**src/rtl/quad_encoder_mc.sv**
```systemverilog
// Multi-channel quadrature encoder interface: filtered A/B/Z inputs, x4 decoding, step/position/period tracking, snapshots.
// Optional QUAD_ENCODER_MC_INDEX_CHECK_EN adds idx_err, a sticky per-channel index-consistency flag.
module quad_encoder_mc #(
  parameter int unsigned NUM_CH   = 2,
  parameter int unsigned CNT_W    = 32,
  parameter int unsigned PER_W    = 24,
  parameter int unsigned FILT_LEN = 4
) (
  input  logic                      clk,
  input  logic                      rst_n,
  input  logic [NUM_CH-1:0]         A,
  input  logic [NUM_CH-1:0]         B,
  input  logic [NUM_CH-1:0]         Z,
  input  logic                      trigger,
  input  logic                      err_clr,
  input  logic [NUM_CH*CNT_W-1:0]   pulses_per_rev,
  output logic [NUM_CH*CNT_W-1:0]   steps_synced,
  output logic [NUM_CH*CNT_W-1:0]   position_synced,
  output logic [NUM_CH*PER_W-1:0]   period_synced,
  output logic [NUM_CH-1:0]         dir_synced,
  output logic [NUM_CH-1:0]         err_sticky,
  output logic [NUM_CH*16-1:0]      err_count,
`ifdef QUAD_ENCODER_MC_INDEX_CHECK_EN
  output logic [NUM_CH-1:0]         idx_err,
`endif
  output logic                      done
);

  localparam int unsigned NIN  = 3 * NUM_CH;
  localparam int unsigned FW   = $clog2(FILT_LEN + 1);
  localparam int unsigned ZOFF = 2 * NUM_CH;

  typedef enum logic [1:0] {AB_00 = 2'b00, AB_01 = 2'b01, AB_10 = 2'b10, AB_11 = 2'b11} ab_t;

  logic [NIN-1:0]   s1, s2, filt;
  logic [FW-1:0]    fcnt [NIN];

  ab_t              state     [NUM_CH];
  ab_t              state_nxt [NUM_CH];
  ab_t              ab        [NUM_CH];
  logic [NUM_CH-1:0] inc_step, dec_step, illegal;

  logic [CNT_W-1:0] steps   [NUM_CH];
  logic [CNT_W-1:0] pos     [NUM_CH];
  logic [CNT_W-1:0] pos_max [NUM_CH];
  logic [PER_W-1:0] per_cnt [NUM_CH];
  logic [PER_W-1:0] period  [NUM_CH];
  logic [15:0]      errc    [NUM_CH];
  logic [NUM_CH-1:0] know_pos, dir, z_prev, z_rise;
  logic             trig_d;

  // Two-flop synchroniser plus persistence filter on every raw pin ({Z, B, A}).
  always_ff @(posedge clk) begin
    if (!rst_n) begin
      s1   <= '0;
      s2   <= '0;
      filt <= '0;
      for (int unsigned i = 0; i < NIN; i++) fcnt[i] <= '0;
    end else begin
      s1 <= {Z, B, A};
      s2 <= s1;
      for (int unsigned i = 0; i < NIN; i++) begin
        if (s2[i] == filt[i]) begin
          fcnt[i] <= '0;
        end else if (fcnt[i] == FW'(FILT_LEN - 1)) begin
          filt[i] <= s2[i];
          fcnt[i] <= '0;
        end else begin
          fcnt[i] <= fcnt[i] + FW'(1);
        end
      end
    end
  end

  // Gray decoder state register.
  always_ff @(posedge clk) begin
    if (!rst_n) begin
      for (int unsigned i = 0; i < NUM_CH; i++) state[i] <= AB_00;
    end else begin
      for (int unsigned i = 0; i < NUM_CH; i++) state[i] <= state_nxt[i];
    end
  end

  // Next state and step classification: forward is 00->10->11->01->00.
  always_comb begin
    inc_step = '0;
    dec_step = '0;
    illegal  = '0;
    for (int unsigned i = 0; i < NUM_CH; i++) begin
      ab[i]        = ab_t'({filt[i], filt[NUM_CH+i]});
      state_nxt[i] = ab[i];
      case (state[i])
        AB_00:   begin inc_step[i] = (ab[i] == AB_10); dec_step[i] = (ab[i] == AB_01); end
        AB_10:   begin inc_step[i] = (ab[i] == AB_11); dec_step[i] = (ab[i] == AB_00); end
        AB_11:   begin inc_step[i] = (ab[i] == AB_01); dec_step[i] = (ab[i] == AB_10); end
        default: begin inc_step[i] = (ab[i] == AB_00); dec_step[i] = (ab[i] == AB_11); end
      endcase
      illegal[i] = ((2'(state[i]) ^ 2'(ab[i])) == 2'b11);
      z_rise[i]  = filt[ZOFF+i] & ~z_prev[i];
      pos_max[i] = pulses_per_rev[i*CNT_W +: CNT_W] - CNT_W'(1);
    end
  end

  // Per-channel counters, position, period and error tracking.
  always_ff @(posedge clk) begin
    if (!rst_n) begin
      for (int unsigned i = 0; i < NUM_CH; i++) begin
        steps[i]   <= '0;
        pos[i]     <= '1;
        per_cnt[i] <= '0;
        period[i]  <= '1;
        errc[i]    <= '0;
      end
      know_pos   <= '0;
      dir        <= '0;
      z_prev     <= '0;
      err_sticky <= '0;
`ifdef QUAD_ENCODER_MC_INDEX_CHECK_EN
      idx_err    <= '0;
`endif
    end else begin
      for (int unsigned i = 0; i < NUM_CH; i++) begin
        z_prev[i] <= filt[ZOFF+i];

        if (inc_step[i])      steps[i] <= steps[i] + CNT_W'(1);
        else if (dec_step[i]) steps[i] <= steps[i] - CNT_W'(1);

        if (z_rise[i]) begin
          pos[i]      <= '0;
          know_pos[i] <= 1'b1;
        end else if (know_pos[i] && inc_step[i]) begin
          pos[i] <= (pos[i] == pos_max[i]) ? '0 : pos[i] + CNT_W'(1);
        end else if (know_pos[i] && dec_step[i]) begin
          pos[i] <= (pos[i] == '0) ? pos_max[i] : pos[i] - CNT_W'(1);
        end

        // Period capture; a stalled channel reports all-ones as soon as per_cnt saturates.
        if (inc_step[i] || dec_step[i]) begin
          period[i]  <= (&per_cnt[i]) ? '1 : per_cnt[i] + PER_W'(1);
          per_cnt[i] <= '0;
          dir[i]     <= inc_step[i];
        end else begin
          if (!(&per_cnt[i])) per_cnt[i] <= per_cnt[i] + PER_W'(1);
          if (&per_cnt[i][PER_W-1:1]) period[i] <= '1;
        end

        if (illegal[i]) begin
          err_sticky[i] <= 1'b1;
          errc[i]       <= err_clr ? 16'd1 : ((&errc[i]) ? errc[i] : errc[i] + 16'd1);
        end else if (err_clr) begin
          err_sticky[i] <= 1'b0;
          errc[i]       <= '0;
        end

`ifdef QUAD_ENCODER_MC_INDEX_CHECK_EN
        if (z_rise[i] && know_pos[i] && (pos[i] != '0) && (pos[i] != pos_max[i]))
          idx_err[i] <= 1'b1;
        else if (err_clr)
          idx_err[i] <= 1'b0;
`endif
      end
    end
  end

  always_comb begin
    err_count = '0;
    for (int unsigned i = 0; i < NUM_CH; i++) err_count[i*16 +: 16] = errc[i];
  end

  // Snapshot of all channels; done rises the edge after the last trigger.
  always_ff @(posedge clk) begin
    if (!rst_n) begin
      steps_synced    <= '0;
      position_synced <= '1;
      period_synced   <= '1;
      dir_synced      <= '0;
      done            <= 1'b0;
      trig_d          <= 1'b0;
    end else begin
      trig_d <= trigger;
      if (trigger) begin
        for (int unsigned i = 0; i < NUM_CH; i++) begin
          steps_synced[i*CNT_W +: CNT_W]    <= steps[i];
          position_synced[i*CNT_W +: CNT_W] <= know_pos[i] ? pos[i] : '1;
          period_synced[i*PER_W +: PER_W]   <= period[i];
        end
        dir_synced <= dir;
        done       <= 1'b0;
      end else if (trig_d) begin
        done <= 1'b1;
      end
    end
  end

endmodule
```
**config.mk**
```make
export PLATFORM = sky130hd
export DESIGN_NAME = quad_encoder_mc
export DESIGN_NICKNAME = d
export VERILOG_FILES = /design/src/rtl/quad_encoder_mc.sv
export SDC_FILE = /design/constraint.sdc
export NUM_CORES = 1
export LEC_CHECK = 0
export ABC_AREA = 1
export BUFFER_PORTS_ARGS = -buffer_cell sky130_fd_sc_hd__buf_2
export CAP_MARGIN = 20
export CORE_ASPECT_RATIO = 1.2
export CORE_MARGIN = 2
export CORE_UTILIZATION = 40
export DETAILED_ROUTE_END_ITERATION = 16
export PLACE_DENSITY = 0.6
export SETUP_SLACK_MARGIN = 0.05
export SLEW_MARGIN = 30
export SYNTH_ARGS = -nofsm -noshare
export SYNTH_HDL_FRONTEND = slang
export SYNTH_SLANG_ARGS = --single-unit
```
**constraint.sdc**
```tcl
create_clock -name clk -period 14.79 [get_ports clk]
set_clock_uncertainty 0.2 [all_clocks]
set_input_delay 4.437 -clock clk [delete_from_list [all_inputs] [get_ports clk]]
set_output_delay 4.437 -clock clk [all_outputs]
set_load 0.005 [all_outputs]
```
Yosys cells after proc, flatten, opt, wreduce, memory -nomap -nowiden

Memories as Yosys holds them, arrays and structs flattened. A register that Yosys moved wholly into a read port is not among the register bits.
Index checks and enable logic that the tools add are counted.

Register bits after elaboration: 158
Bits in latches: 0
Memory bits (writable): 278
Memory bits (read-only): 0
Output and inout bits: 213
Logic and storage cells: 359
Memories: 7

Memories:

| memory      | words | bits a word | rd ports | clocked after memory_dff | wr ports | line | source |
|---|---|---|---|---|---|---|---|
| pos         | 2     | 32          | 2        | 0                        | 2        | 44   | `logic [CNT_W-1:0] pos [NUM_CH];` |
| steps       | 2     | 32          | 2        | 0                        | 2        | 43   | `logic [CNT_W-1:0] steps [NUM_CH];` |
| per_cnt     | 2     | 24          | 2        | 0                        | 2        | 46   | `logic [PER_W-1:0] per_cnt [NUM_CH];` |
| period      | 2     | 24          | 2        | 2                        | 2        | 47   | `logic [PER_W-1:0] period [NUM_CH];` |
| errc        | 2     | 16          | 2        | 0                        | 2        | 48   | `logic [15:0] errc [NUM_CH];` |
| fcnt        | 6     | 3           | 6        | 0                        | 6        | 36   | `logic [FW-1:0] fcnt [NIN];` |
| +1 memories | n/a   | n/a         | n/a      | n/a                      | n/a      | n/a  |  |

Add/sub/neg operators: 20
$mul: 0
Divide/modulo/power cells: 0
Order comparisons: 0
Equality and inequality tests: 26
Shift-type cells: 0
Mux-type cells: 202
Bitwise gates (word level): 55
Reductions and logical operators: 29

Operators with widths:

| cell                                                                 | count |
|---|---|
| 32-bit two-way mux                                                   | 16 |
| 24-bit two-way mux                                                   | 10 |
| 32-bit by 1-bit subtractor with 32-bit output, second input constant | 6 |
| 1-bit two-way mux                                                    | 144 |
| 32-bit by 1-bit adder with 32-bit output, second input constant      | 4 |
| 16-bit two-way mux                                                   | 8 |
| 32-bit == test                                                       | 2 |
| 32-bit zero test                                                     | 2 |
| 3-bit two-way mux                                                    | 18 |
| 24-bit by 1-bit adder with 24-bit output, second input constant      | 2 |
| 24-bit AND reduction                                                 | 2 |
| 23-bit AND reduction                                                 | 2 |
| 1-bit OR                                                             | 42 |
| 16-bit by 1-bit adder with 16-bit output, second input constant      | 2 |
| 16-bit AND reduction                                                 | 2 |
| 2-bit == test, second input constant                                 | 10 |
| 3-bit by 1-bit adder with 3-bit output, second input constant        | 6 |
| 3-bit by 2-bit == test with 1-bit output, second input constant      | 6 |
| 1-bit case mux with 3 select lines                                   | 4 |
| 2-bit AND reduction                                                  | 6 |
| 1-bit inverter                                                       | 9 |
| 2-bit zero test                                                      | 4 |
| 1-bit == test                                                        | 6 |
| 2-bit by 1-bit == test with 1-bit output, second input constant      | 2 |
| other kinds (8)                                                      | 17 |

Logic depth before layout (Yosys ltp)

Gate-level depths: netlist of the first run.

Depth after elaboration: 9
Gate-level depth with buffers: 19
Gate-level depth less buffers: 19

Worst setup path after synthesis of the first run

No wires, ideal clock.

Kind: input port to flip-flop
Start: input port rst_n
End: memory steps[0][26], data pin
Setup time: 255 ps
Arrival: 7501 ps
Required time: 14335 ps
Setup slack: 6834 ps
Stages: 16
Path through: inv_1 buf_2 nor2_1 ha_1 a21oi_1 o21ai_0 a21oi_1 inv_1 nand2_1 nand3_1 a21oi_1 o21ai_0 nand2_1 nand3_1 nand2_1 nor2_1

RTL lines:

| item        | line | source |
|---|---|---|
| from (decl) | 10   | `input logic rst_n,` |
| to (decl)   | 43   |  |

==> results of run 1 <==
[power by group through the flow]
stage | Clock [uW] | Sequential [uW] | Combinational (uW)
after detailed placement | 0 | 1570 | 398
after global routing | 1500 | 1560 | 451
final | 1410 | 1550 | 399
after global placement | 0 | 1570 | 395
after floorplan | 0 | 1550 | 277
after CTS | 1450 | 1550 | 401
[critical path, cell delays in order]
cell,delay [ns]
buf_2,0.63
inv_1,0.55
nor2_4,0.55
inv_4,0.24
nor2_4,0.13
buf_4,0.44
nor2_1,0.13
inv_2,0.45
nor2_1,0.18
inv_2,0.46
nand2_1,0.12
[sequential cells by signal, summed over array words and instances, names as in the netlist, 18 cells and up]
name,flops
errc,32
period_synced,48
steps_synced,64
fcnt,18
steps,64
per_cnt,48
position_synced,64
pos,64
period,48
[kinds of logic after synthesis]
kind of cell | after synthesis | synth area share
AOI/OAI and AO/OA | 626 | 0.128
DFF | 484 | 0.415
adders and majority gates | 57 | 0.0248
and+or+nand+nor | 1992 | 0.295
buffers and inverters | 586 | 0.0798
xor gates and xnor gates | 186 | 0.0571
other | 1 | 0.000129
[cell usage in the layout (no fill, tap or decap), types with 7 or more instances in the layout]
cell type,instances
a21oi_1,225
a22o_1,30
a31oi_1,22
buf_2,286
buf_4,24
clkbuf_1,11
clkbuf_16,57
clkbuf_8,9
clkinv_1,9
conb_1,18
dfxtp_1,250
edfxtp_1,234
ha_1,56
inv_1,426
inv_2,21
nand2_1,906
nand2_2,10
nand3_1,211
nand3b_1,10
nand4_1,74
nor2_1,582
nor2_2,27
nor2_4,14
nor3_1,86
nor3_2,14
nor3b_1,7
nor4_1,21
o211ai_1,21
o21a_1,7
o21ai_0,188
o21ai_1,23
o22a_1,47
o22ai_1,7
o31ai_1,10
xnor2_1,23
xor2_1,161
[area by class of cell]
type                            count  share of cell area
Tap cell                          935              0.0353
Multi-Input combinational cell   2879               0.445
Clock inverter                     24             0.00834
Inverter                          455              0.0517
Clock buffer                       77              0.0480
Timing Repair Buffer              310              0.0486
Sequential cell                   484               0.363
[worst min path at each step]
stage / slack (ns) / start / end / depth (start not counted)
after floorplan: 0.19 / s1[0]$_SDFF_PN0_ / s2[0]$_SDFF_PN0_ / 2
after global placement: 0.20 / s1[0]$_SDFF_PN0_ / s2[0]$_SDFF_PN0_ / 2
after detailed placement: 0.20 / s1[0]$_SDFF_PN0_ / s2[0]$_SDFF_PN0_ / 2
after CTS: 0.21 / s1[3]$_SDFF_PN0_ / s2[3]$_SDFF_PN0_ / 2
after global routing: 0.23 / s1[3]$_SDFF_PN0_ / s2[3]$_SDFF_PN0_ / 2
final: 0.21 / s1[3]$_SDFF_PN0_ / s2[3]$_SDFF_PN0_ / 2
[metrics by stage]
step           utilization  hold WS [ns]
2_1_floorplan            -         0.190
3_3_place_gp         0.434         0.204
3_5_place_dp         0.434         0.199
4_1_cts              0.460         0.213
5_1_grt              0.460         0.226
6_report             0.460         0.207
[metal layers]
metal  up-vias  part of all wire  GRT usage
li1      13500                 -          -
met1     12300              0.44      0.296
met2       726              0.47      0.391
met3       179             0.059     0.0387
met4         2             0.036     0.0894
met5         -           0.00015          0
==> qor.csv, run 1 <==
stage;metric;value;unit
cells_and_area;share of layout cells above drive strength 1;0.121;
sta;Final period util;0.556;
synth;count of different cell masters after synthesis;68;
place;IO Port Bufs;286;
clocking;CTS resizes;0;
synth;most used standard cell by instance count after synthesis;nand2_1;
power_and_ir_drop;VDD IR-drop max;0.0919;mV
sta;# setup viols final;0;
global_route;total gr overflow;0;
synth;ys flop type;dfxtp_1;
routing;antenna-violating nets left;0;
critical_path;CP arrival;8.36;ns
place;placed cell area;0.0313;sq mm
clocking;hold_buf cts;0;
run;max-cap viol count;0;
global_route;gr usage total;0.232;
synth;share of the synthesized area in the top cell type;0.242;
place;worst slack at placement;5.90;ns
synth;Post-Syn Area;0.0290;sq mm
sta;Max Slew Vio Count;0;
global_route;initial antenna violation count;2;
clocking;clock tree buffer depth;3;
clocking;H-tree depth;2;
place;routability cong.;0.943;
sta;Rel. slew slack;0.385;
power_and_ir_drop;Clock Power Share;0.420;
clocking;Clock Latency Late Sink;0.64;ns
power_and_ir_drop;P_sw;930;uW
critical_path;crit path capture type;flop;
cells_and_area;post-route design area;0.0332;sq mm
synth;Post-synth EDFFs;234;
place;post-DP HPWL;65.3;mm
critical_path;R2R setup slack;10.85;ns
power_and_ir_drop;PnR Total Power;3360;uW
critical_path;Reg-to-Reg Start;filt[3]$_SDFFE_PN0P_;
critical_path;Worst Setup Start Kind;input port;
die;area of the core;0.0720;sq mm
cells_and_area;FF/Latch Area;0.0120;sq mm
power_and_ir_drop;P_leak;0.0141;uW
critical_path;Worst Setup EP;pos[1][2]$_DFFE_PP_;
synth;register area share after synthesis;0.415;
clocking;root buffer cell;clkbuf_16;
critical_path;WP data required;14.93;ns
power_and_ir_drop;pwr/cell area;101;mW/mm^2
power_and_ir_drop;Reg power frac;0.461;
die;die width;250;um
synth;Post-synth ARST share;0;
cells_and_area;nets;4315;
global_route;first-pass GRT wire length;139;mm
place;placed instance count;5063;
critical_path;Crit Path Category;input port to flop;
synth;Avg Synthesized Cell Area;7.38;sq um
critical_path;critical path startpoint;rst_n;
synth;leading cell types by count after synthesis;nand2_1, nor2_1, inv_1, dfxtp_1, edfxtp_1;
sta;Fin. Hold Viols;0;
critical_path;R2R cell count;13;
clocking;CTS buffer count;54;
die;Rows;108;
power_and_ir_drop;Int Pwr;2430;uW
clocking;total setup buffers inserted after CTS;0;
sta;crit path time final;8.22;ns
clocking;TritonCTS clock tree;done;
routing;# DRC;0;
synth;Syn Inst Count;3932;
run_status;status;complete, no violations;
cells_and_area;synthesis-to-finish area growth;14.3;%
sta;Fmax;122;MHz
routing;vias;26800;
routing;First DRT Iteration DRCs;1620;
die;DIE AREA;0.0747;sq mm
sta;RSZ-0062 raised after global routing;no;
cells_and_area;non-filler cells, final;5164;
sta;Final WS setup;6.57;ns
sta;pin slew with the least headroom to its limit;0.922;ns
cells_and_area;number of antenna diodes;0;
cells_and_area;FILL cells;7422;
die;starting density of the core;0.403;
clocking;clock-pin slew on the worst setup and hold paths;0.06;ns
worst_hold_path;HP Class;flop to flop;
routing;drt total wl;88.7;mm
global_route;largest net degree at the start of global routing;86;
synth;warnings from Yosys;0;
power_and_ir_drop;sw frac;0.277;
power_and_ir_drop;Logic pwr share;0.119;
synth;Yosys top cell by area;edfxtp_1;
clocking;clock sinks;484;
critical_path;reg-to-reg endpoint;pos[1][2]$_DFFE_PP_;
sta;setup tns final;0;ns
cells_and_area;Multi-input gate area;0.0148;sq mm
critical_path;worst-path fanout max;42;
die;Die Height;299;um
synth;Seq cells post-synth;484;
die;number of I/O pins;287;
routing;drt pass-1 iters;8;
synth;synth top area cells;edfxtp_1, dfxtp_1, nand2_1, nor2_1, inv_1;
global_route;vias in the first global route;25200;
routing;Avg Vias per Cell;5.18;
routing;routed length per instance;17.2;um
Note: power is estimated with default switching activity, not from simulation.
==> run 2, diff against run 1 <==
--- a/config.mk
+++ b/config.mk
@@ -12,7 +12,7 @@
 export CORE_MARGIN = 2
 export CORE_UTILIZATION = 40
 export DETAILED_ROUTE_END_ITERATION = 16
-export PLACE_DENSITY = 0.6
+export PLACE_DENSITY = 0.62
 export SETUP_SLACK_MARGIN = 0.05
 export SLEW_MARGIN = 30
 export SYNTH_ARGS = -nofsm -noshare
==> constraint.sdc (replaced) <==
create_clock -name clk -period 7.5 [get_ports clk]
set_clock_uncertainty 0.2 [all_clocks]
set_input_delay 2.25 -clock clk [delete_from_list [all_inputs] [get_ports clk]]
set_output_delay 2.25 -clock clk [all_outputs]
set_load 0.005 [all_outputs]
==> run 2 against run 1 <==
  * Sequential power is 97% higher
  * Cell area hardly changed
  * Non-clock buffer count is 1 higher
  * Register-to-register slack worse by 7.3 ns
  * Flip-flop and latch count stayed put
  * Die area stayed put
  * Clock power is 99% higher
  * Hold slack better by 0.0051 ns
==> qor.csv, run 2 (synthesized netlist as in run 1, its figures left out) <==
stage;metric;value;unit;change
critical_path;Reg-to-Reg Start;filt[3]$_SDFFE_PN0P_;;unchanged
clocking;clock-pin slew on the worst setup and hold paths;0.06;ns;about the same
global_route;total gr overflow;0;;unchanged
routing;drt total wl;86.7;mm;was 88.7 mm
power_and_ir_drop;VDD IR-drop max;0.175;mV;was 0.0919 mV
sta;setup tns final;0;ns;unchanged
sta;RSZ-0062 raised after global routing;no;;unchanged
cells_and_area;most frequent cells in the layout;nand2_1, nor2_1, inv_1;;unchanged
power_and_ir_drop;Logic pwr share;0.118;;was 0.119
clocking;Clock Latency Late Sink;0.63;ns;was 0.64 ns
die;number of I/O pins;287;;unchanged
sta;Rel. slew slack;0.387;;was 0.385
worst_hold_path;HP Start;s1[3]$_SDFF_PN0_;;unchanged
place;placed cell area;0.0313;sq mm;about the same
power_and_ir_drop;sw frac;0.275;;was 0.277
place;post-DP HPWL;64.0;mm;was 65.3 mm
clocking;CTS buffer count;53;;was 54
sta;pin slew with the least headroom to its limit;0.919;ns;was 0.922 ns
clocking;hold_buf cts;0;;unchanged
die;Die Height;299;um;unchanged
routing;antenna-violating nets left;0;;unchanged
critical_path;reg-to-reg endpoint;pos[1][15]$_DFFE_PP_;;was pos[1][2]$_DFFE_PP_
cells_and_area;number of antenna diodes;0;;unchanged
clocking;H-tree depth;2;;unchanged
global_route;vias in the first global route;25300;;was 25200
place;IO Port Bufs;286;;unchanged
worst_hold_path;hold depth;2;;unchanged
power_and_ir_drop;Reg power frac;0.460;;was 0.461
critical_path;R2R setup slack;3.53;ns;was 10.85 ns
power_and_ir_drop;P_leak;0.0142;uW;was 0.0141 uW
routing;drt pass-1 iters;7;;was 8
routing;# DRC;0;;unchanged
clocking;total setup buffers inserted after CTS;0;;unchanged
global_route;first-pass GRT wire length;137;mm;was 139 mm
routing;Avg Vias per Cell;5.19;;was 5.18
critical_path;WP data required;7.64;ns;was 14.93 ns
clocking;clock sinks;484;;unchanged
sta;crit path time final;5.05;ns;
power_and_ir_drop;Clock Power Share;0.422;;was 0.420
critical_path;CP arrival;5.19;ns;was 8.36 ns
critical_path;R2R cell count;13;;unchanged
power_and_ir_drop;PnR Total Power;6630;uW;was 3360 uW
power_and_ir_drop;pwr/cell area;200;mW/mm^2;was 101 mW/mm^2
sta;Hold WS;0.212;ns;was 0.207 ns
run;max-cap viol count;0;;unchanged
clocking;root buffer cell;clkbuf_16;;unchanged
die;area of the core;0.0720;sq mm;unchanged
cells_and_area;post-route design area;0.0332;sq mm;about the same
cells_and_area;share of layout cells above drive strength 1;0.121;;about the same
cells_and_area;nets;4315;;unchanged
place;routability cong.;0.954;;was 0.943
sta;Final period util;0.673;;
critical_path;crit path capture type;flop;;unchanged
power_and_ir_drop;Int Pwr;4810;uW;was 2430 uW
critical_path;Worst Setup Start Kind;input port;;unchanged
die;Rows;108;;unchanged
cells_and_area;synthesis-to-finish area growth;14.4;%;was 14.3%
clocking;clock tree buffer depth;3;;unchanged
sta;Max Slew Vio Count;0;;unchanged
sta;# setup viols final;0;;unchanged
die;starting density of the core;0.403;;unchanged
routing;routed length per instance;16.8;um;was 17.2 um
sta;Fmax;198;MHz;
power_and_ir_drop;P_sw;1820;uW;was 930 uW
routing;vias;26800;;about the same
clocking;TritonCTS clock tree;done;;unchanged
run_status;status;complete, no violations;;unchanged
sta;Fin. Hold Viols;0;;unchanged
worst_hold_path;HP Class;flop to flop;;unchanged
critical_path;worst-path fanout max;42;;unchanged
clocking;CTS resizes;0;;unchanged
die;die width;250;um;unchanged
global_route;largest net degree at the start of global routing;86;;unchanged
worst_hold_path;hold endpoint;s2[3]$_SDFF_PN0_;;unchanged
global_route;gr usage total;0.225;;was 0.232
global_route;initial antenna violation count;4;;was 2
cells_and_area;FILL cells;7426;;was 7422
cells_and_area;commonest non-fill, non-tap cell in the layout;nand2_1;;unchanged
critical_path;Crit Path Category;input port to flop;;unchanged
routing;First DRT Iteration DRCs;1746;;was 1620
die;DIE AREA;0.0747;sq mm;unchanged
cells_and_area;Final Core Density;0.461;;was 0.460
==> run 2: power by group through the flow <==
stage                     registers [uW]  clock network, uW  logic, uW
after floorplan                     3060                  0        546
after global placement              3110                  0        775
after detailed placement            3110                  0        781
after CTS                           3050               2880        786
after global routing                3070               2970        888
final                               3050               2800        783
==> run 2: worst max-delay path by stage <==
stage | to | start | cells after the start | slack (ns)
global placement | pos[1][22]$_DFFE_PP_ | rst_n | 11 | 1.63
finish | pos[1][15]$_DFFE_PP_ | rst_n | 11 | 2.45
global route | pos[1][15]$_DFFE_PP_ | rst_n | 11 | 2.18
floorplan | steps[0][26]$_SDFFCE_PN0P_ | rst_n | 16 | 1.73
CTS | pos[1][20]$_DFFE_PP_ | rst_n | 11 | 2.22
detailed placement | pos[1][27]$_DFFE_PP_ | rst_n | 11 | 1.53
==> run 2: stage by stage <==
step	worst slack, ns	instances
3_5_place_dp	1.53	5064
5_1_grt	2.18	5164
2_1_floorplan	1.73	3949
3_3_place_gp	1.63	5063
6_report	2.45	5164
4_1_cts	2.22	5164
==> run 2: metal layers <==
metal	global-route usage	share of wire
met1	0.285	0.43
met5	0	0.00062
met2	0.382	0.47
met4	0.0892	0.038
met3	0.0392	0.056
==> run 2: worst max-delay path: stages <==
cell and delay (ns):
buf_2 0.13, inv_1 0.18, nor2_4 0.45, inv_4 0.24, nor2_4 0.12, buf_4 0.42, nor2_1 0.13, inv_2 0.43
nor2_1 0.15, clkinv_1 0.52, nand2_1 0.13
==> run 2: layout make-up <==
class | instances | area [sq um] | share of cell area
clock buffer | 69 | 1480 | 0.0446
clock inverter | 31 | 390 | 0.0118
inverter | 455 | 1720 | 0.0517
multi-input combinational | 2879 | 14800 | 0.445
sequential | 484 | 12000 | 0.363
tap | 935 | 1170 | 0.0353
timing repair buffer | 311 | 1620 | 0.0488
==> run 3, diff against run 2 <==
==> constraint.sdc (replaced) <==
create_clock -name clk -period 4.6 [get_ports clk]
set_clock_uncertainty 0.2 [all_clocks]
set_input_delay 1.38 -clock clk [delete_from_list [all_inputs] [get_ports clk]]
set_output_delay 1.38 -clock clk [all_outputs]
set_load 0.005 [all_outputs]
==> run 3 against run 2 <==
  * Sequential share of layout area is 0.16 points lower
  * Combinational power is 65% higher
  * Clock power is 64% higher
  * Largest power group unchanged
  * Highest routed layer is now met4
  * Critical path depth is 2 higher
==> qor.csv, run 3 (synthesized netlist as in run 1, its figures left out) <==
stage;metric;value;unit;change
global_route;gr usage total;0.230;;was 0.225
critical_path;Crit Path Category;input port to flop;;unchanged
critical_path;Worst Setup Start Kind;input port;;unchanged
sta;Max Slew Vio Count;0;;unchanged
sta;crit path time final;3.76;ns;
routing;Avg Vias per Cell;5.21;;was 5.19
power_and_ir_drop;P_leak;0.0143;uW;was 0.0142 uW
run_status;status;complete, no violations;;unchanged
sta;setup tns final;0;ns;unchanged
sta;# setup viols final;0;;unchanged
die;die width;250;um;unchanged
global_route;total gr overflow;0;;unchanged
run;max-cap viol count;0;;unchanged
die;DIE AREA;0.0747;sq mm;unchanged
die;starting density of the core;0.403;;unchanged
global_route;initial antenna violation count;0;;was 4
die;Die Height;299;um;unchanged
cells_and_area;number of antenna diodes;0;;unchanged
clocking;clock tree buffer depth;3;;unchanged
critical_path;CP max stage cell;nor2_4;;was clkinv_1
clocking;total setup buffers inserted after CTS;0;;unchanged
critical_path;crit path capture type;flop;;unchanged
worst_hold_path;HP Class;flop to flop;;unchanged
sta;RSZ-0062 raised after global routing;no;;unchanged
cells_and_area;most frequent cells in the layout;nand2_1, nor2_1, inv_1;;unchanged
critical_path;worst-path fanout max;41;;was 42
routing;drt pass-1 iters;8;;was 7
critical_path;WP data required;4.73;ns;was 7.64 ns
clocking;clock-pin slew on the worst setup and hold paths;0.06;ns;about the same
critical_path;slowest stage delay, CP;0.43;ns;was 0.52 ns
cells_and_area;nets;4330;;was 4315
routing;vias;27000;;was 26800
cells_and_area;synthesis-to-finish area growth;14.9;%;was 14.4%
worst_hold_path;hold depth;2;;unchanged
clocking;CTS resizes;0;;unchanged
routing;drt total wl;88.2;mm;was 86.7 mm
die;area of the core;0.0720;sq mm;unchanged
clocking;Clock Latency Late Sink;0.62;ns;was 0.63 ns
die;number of I/O pins;287;;unchanged
clocking;H-tree depth;2;;unchanged
routing;First DRT Iteration DRCs;1931;;was 1746
routing;# DRC;0;;unchanged
routing;antenna-violating nets left;0;;unchanged
place;post-DP HPWL;65.2;mm;was 64.0 mm
global_route;first-pass GRT wire length;140;mm;was 137 mm
sta;Rel. slew slack;0.383;;was 0.387
critical_path;worst-path cell chain;buf_2 > inv_1 > buf_4 > nor2_4 > inv_4 > nor2_4 > buf_4 > inv_2 > and3_1 > nand2_2 > nand2_1 > nand2_1 > nand2_1;;was buf_2 > inv_1 > nor2_4 > inv_4 > nor2_4 > buf_4 > nor2_1 > inv_2 > nor2_1 > clkinv_1 > nand2_1
place;routability cong.;0.959;;was 0.954
die;Rows;108;;unchanged
clocking;CTS buffer count;53;;unchanged
clocking;clock sinks;484;;unchanged
sta;Final period util;0.817;;
cells_and_area;commonest non-fill, non-tap cell in the layout;nand2_1;;unchanged
critical_path;R2R cell count;19;;was 13
sta;Fmax;266;MHz;
critical_path;Top cell by count, worst path;nand2_1;;
place;IO Port Bufs;286;;unchanged
critical_path;CP arrival;3.89;ns;was 5.19 ns
clocking;root buffer cell;clkbuf_16;;unchanged
sta;Fin. Hold Viols;0;;unchanged
routing;routed length per instance;17.0;um;was 16.8 um
global_route;vias in the first global route;25700;;was 25300
power_and_ir_drop;pwr/cell area;326;mW/mm^2;was 200 mW/mm^2
critical_path;R2R setup slack;0.97;ns;was 3.53 ns
global_route;largest net degree at the start of global routing;67;;was 86
sta;pin slew with the least headroom to its limit;0.926;ns;was 0.919 ns
cells_and_area;share of layout cells above drive strength 1;0.124;;was 0.121
clocking;hold_buf cts;0;;unchanged
clocking;TritonCTS clock tree;done;;unchanged
power_and_ir_drop;VDD IR-drop max;0.420;mV;was 0.175 mV
cells_and_area;Final Core Density;0.463;;was 0.461
-- run 3: cell types whose count changed in the layout (fill, tap and decap cells not counted), sizes merged --
| cell | delta |
|---|---|
| clkbuf | -1 |
| clkinvlp | +2 |
| clkinv | -2 |
| buf | +15 |
| bufinv | +1 |
-- run 3: area by class of cell --
class / count / area (sq um)
tap: 935 / 1170
sequential: 484 / 12000
clock inverter: 32 / 390
timing repair buffer: 326 / 1770
clock buffer: 68 / 1500
fill: 7298 / 38700
inverter: 455 / 1710
multi-input combinational: 2879 / 14700
-- run 3: final timing paths --
check,from,to
max,rst_n,pos[1][30]$_DFFE_PP_
min,s1[5]$_SDFF_PN0_,s2[5]$_SDFF_PN0_
max reg2reg,filt[2]$_SDFFE_PN0P_,steps[0][26]$_SDFFCE_PN0P_
min reg2reg,s1[5]$_SDFF_PN0_,s2[5]$_SDFF_PN0_
-- run 3: critical path, delay by kind of cell --
family	cells	cell delay, ns
AND/OR/NAND/NOR	7	1.06
buffers and inverters	6	1.43
-- run 3: power by group --
| group | internal (uW) | switching [uW] | total [uW] |
|---|---|---|---|
| registers | 4780 | 200 | 4970 |
| logic | 435 | 857 | 1290 |
| clock network | 2700 | 1900 | 4600 |
-- run 3: through the flow --
stage                     total power (uW)  worst slack [ns]  cell area [sq um]  hold WS, ns  std cells
after floorplan                       5880             0.185              29100        0.190       3949
after global placement                6350             0.246              31400        0.192       5079
after detailed placement              6350             0.233              31400        0.199       5079
after CTS                            11000             0.870              33300        0.215       5179
after global routing                 11400             0.606              33300        0.231       5179
final                                10900             0.843              33300        0.211       5179
-- run 3: routing by layer --
metal	vias up	GRT usage	wire (um)
li1	13500	-	-
met1	12500	0.291	38100
met2	732	0.397	42500
met3	161	0.0314	4210
met4	0	0.0938	3390
met5	-	0	0
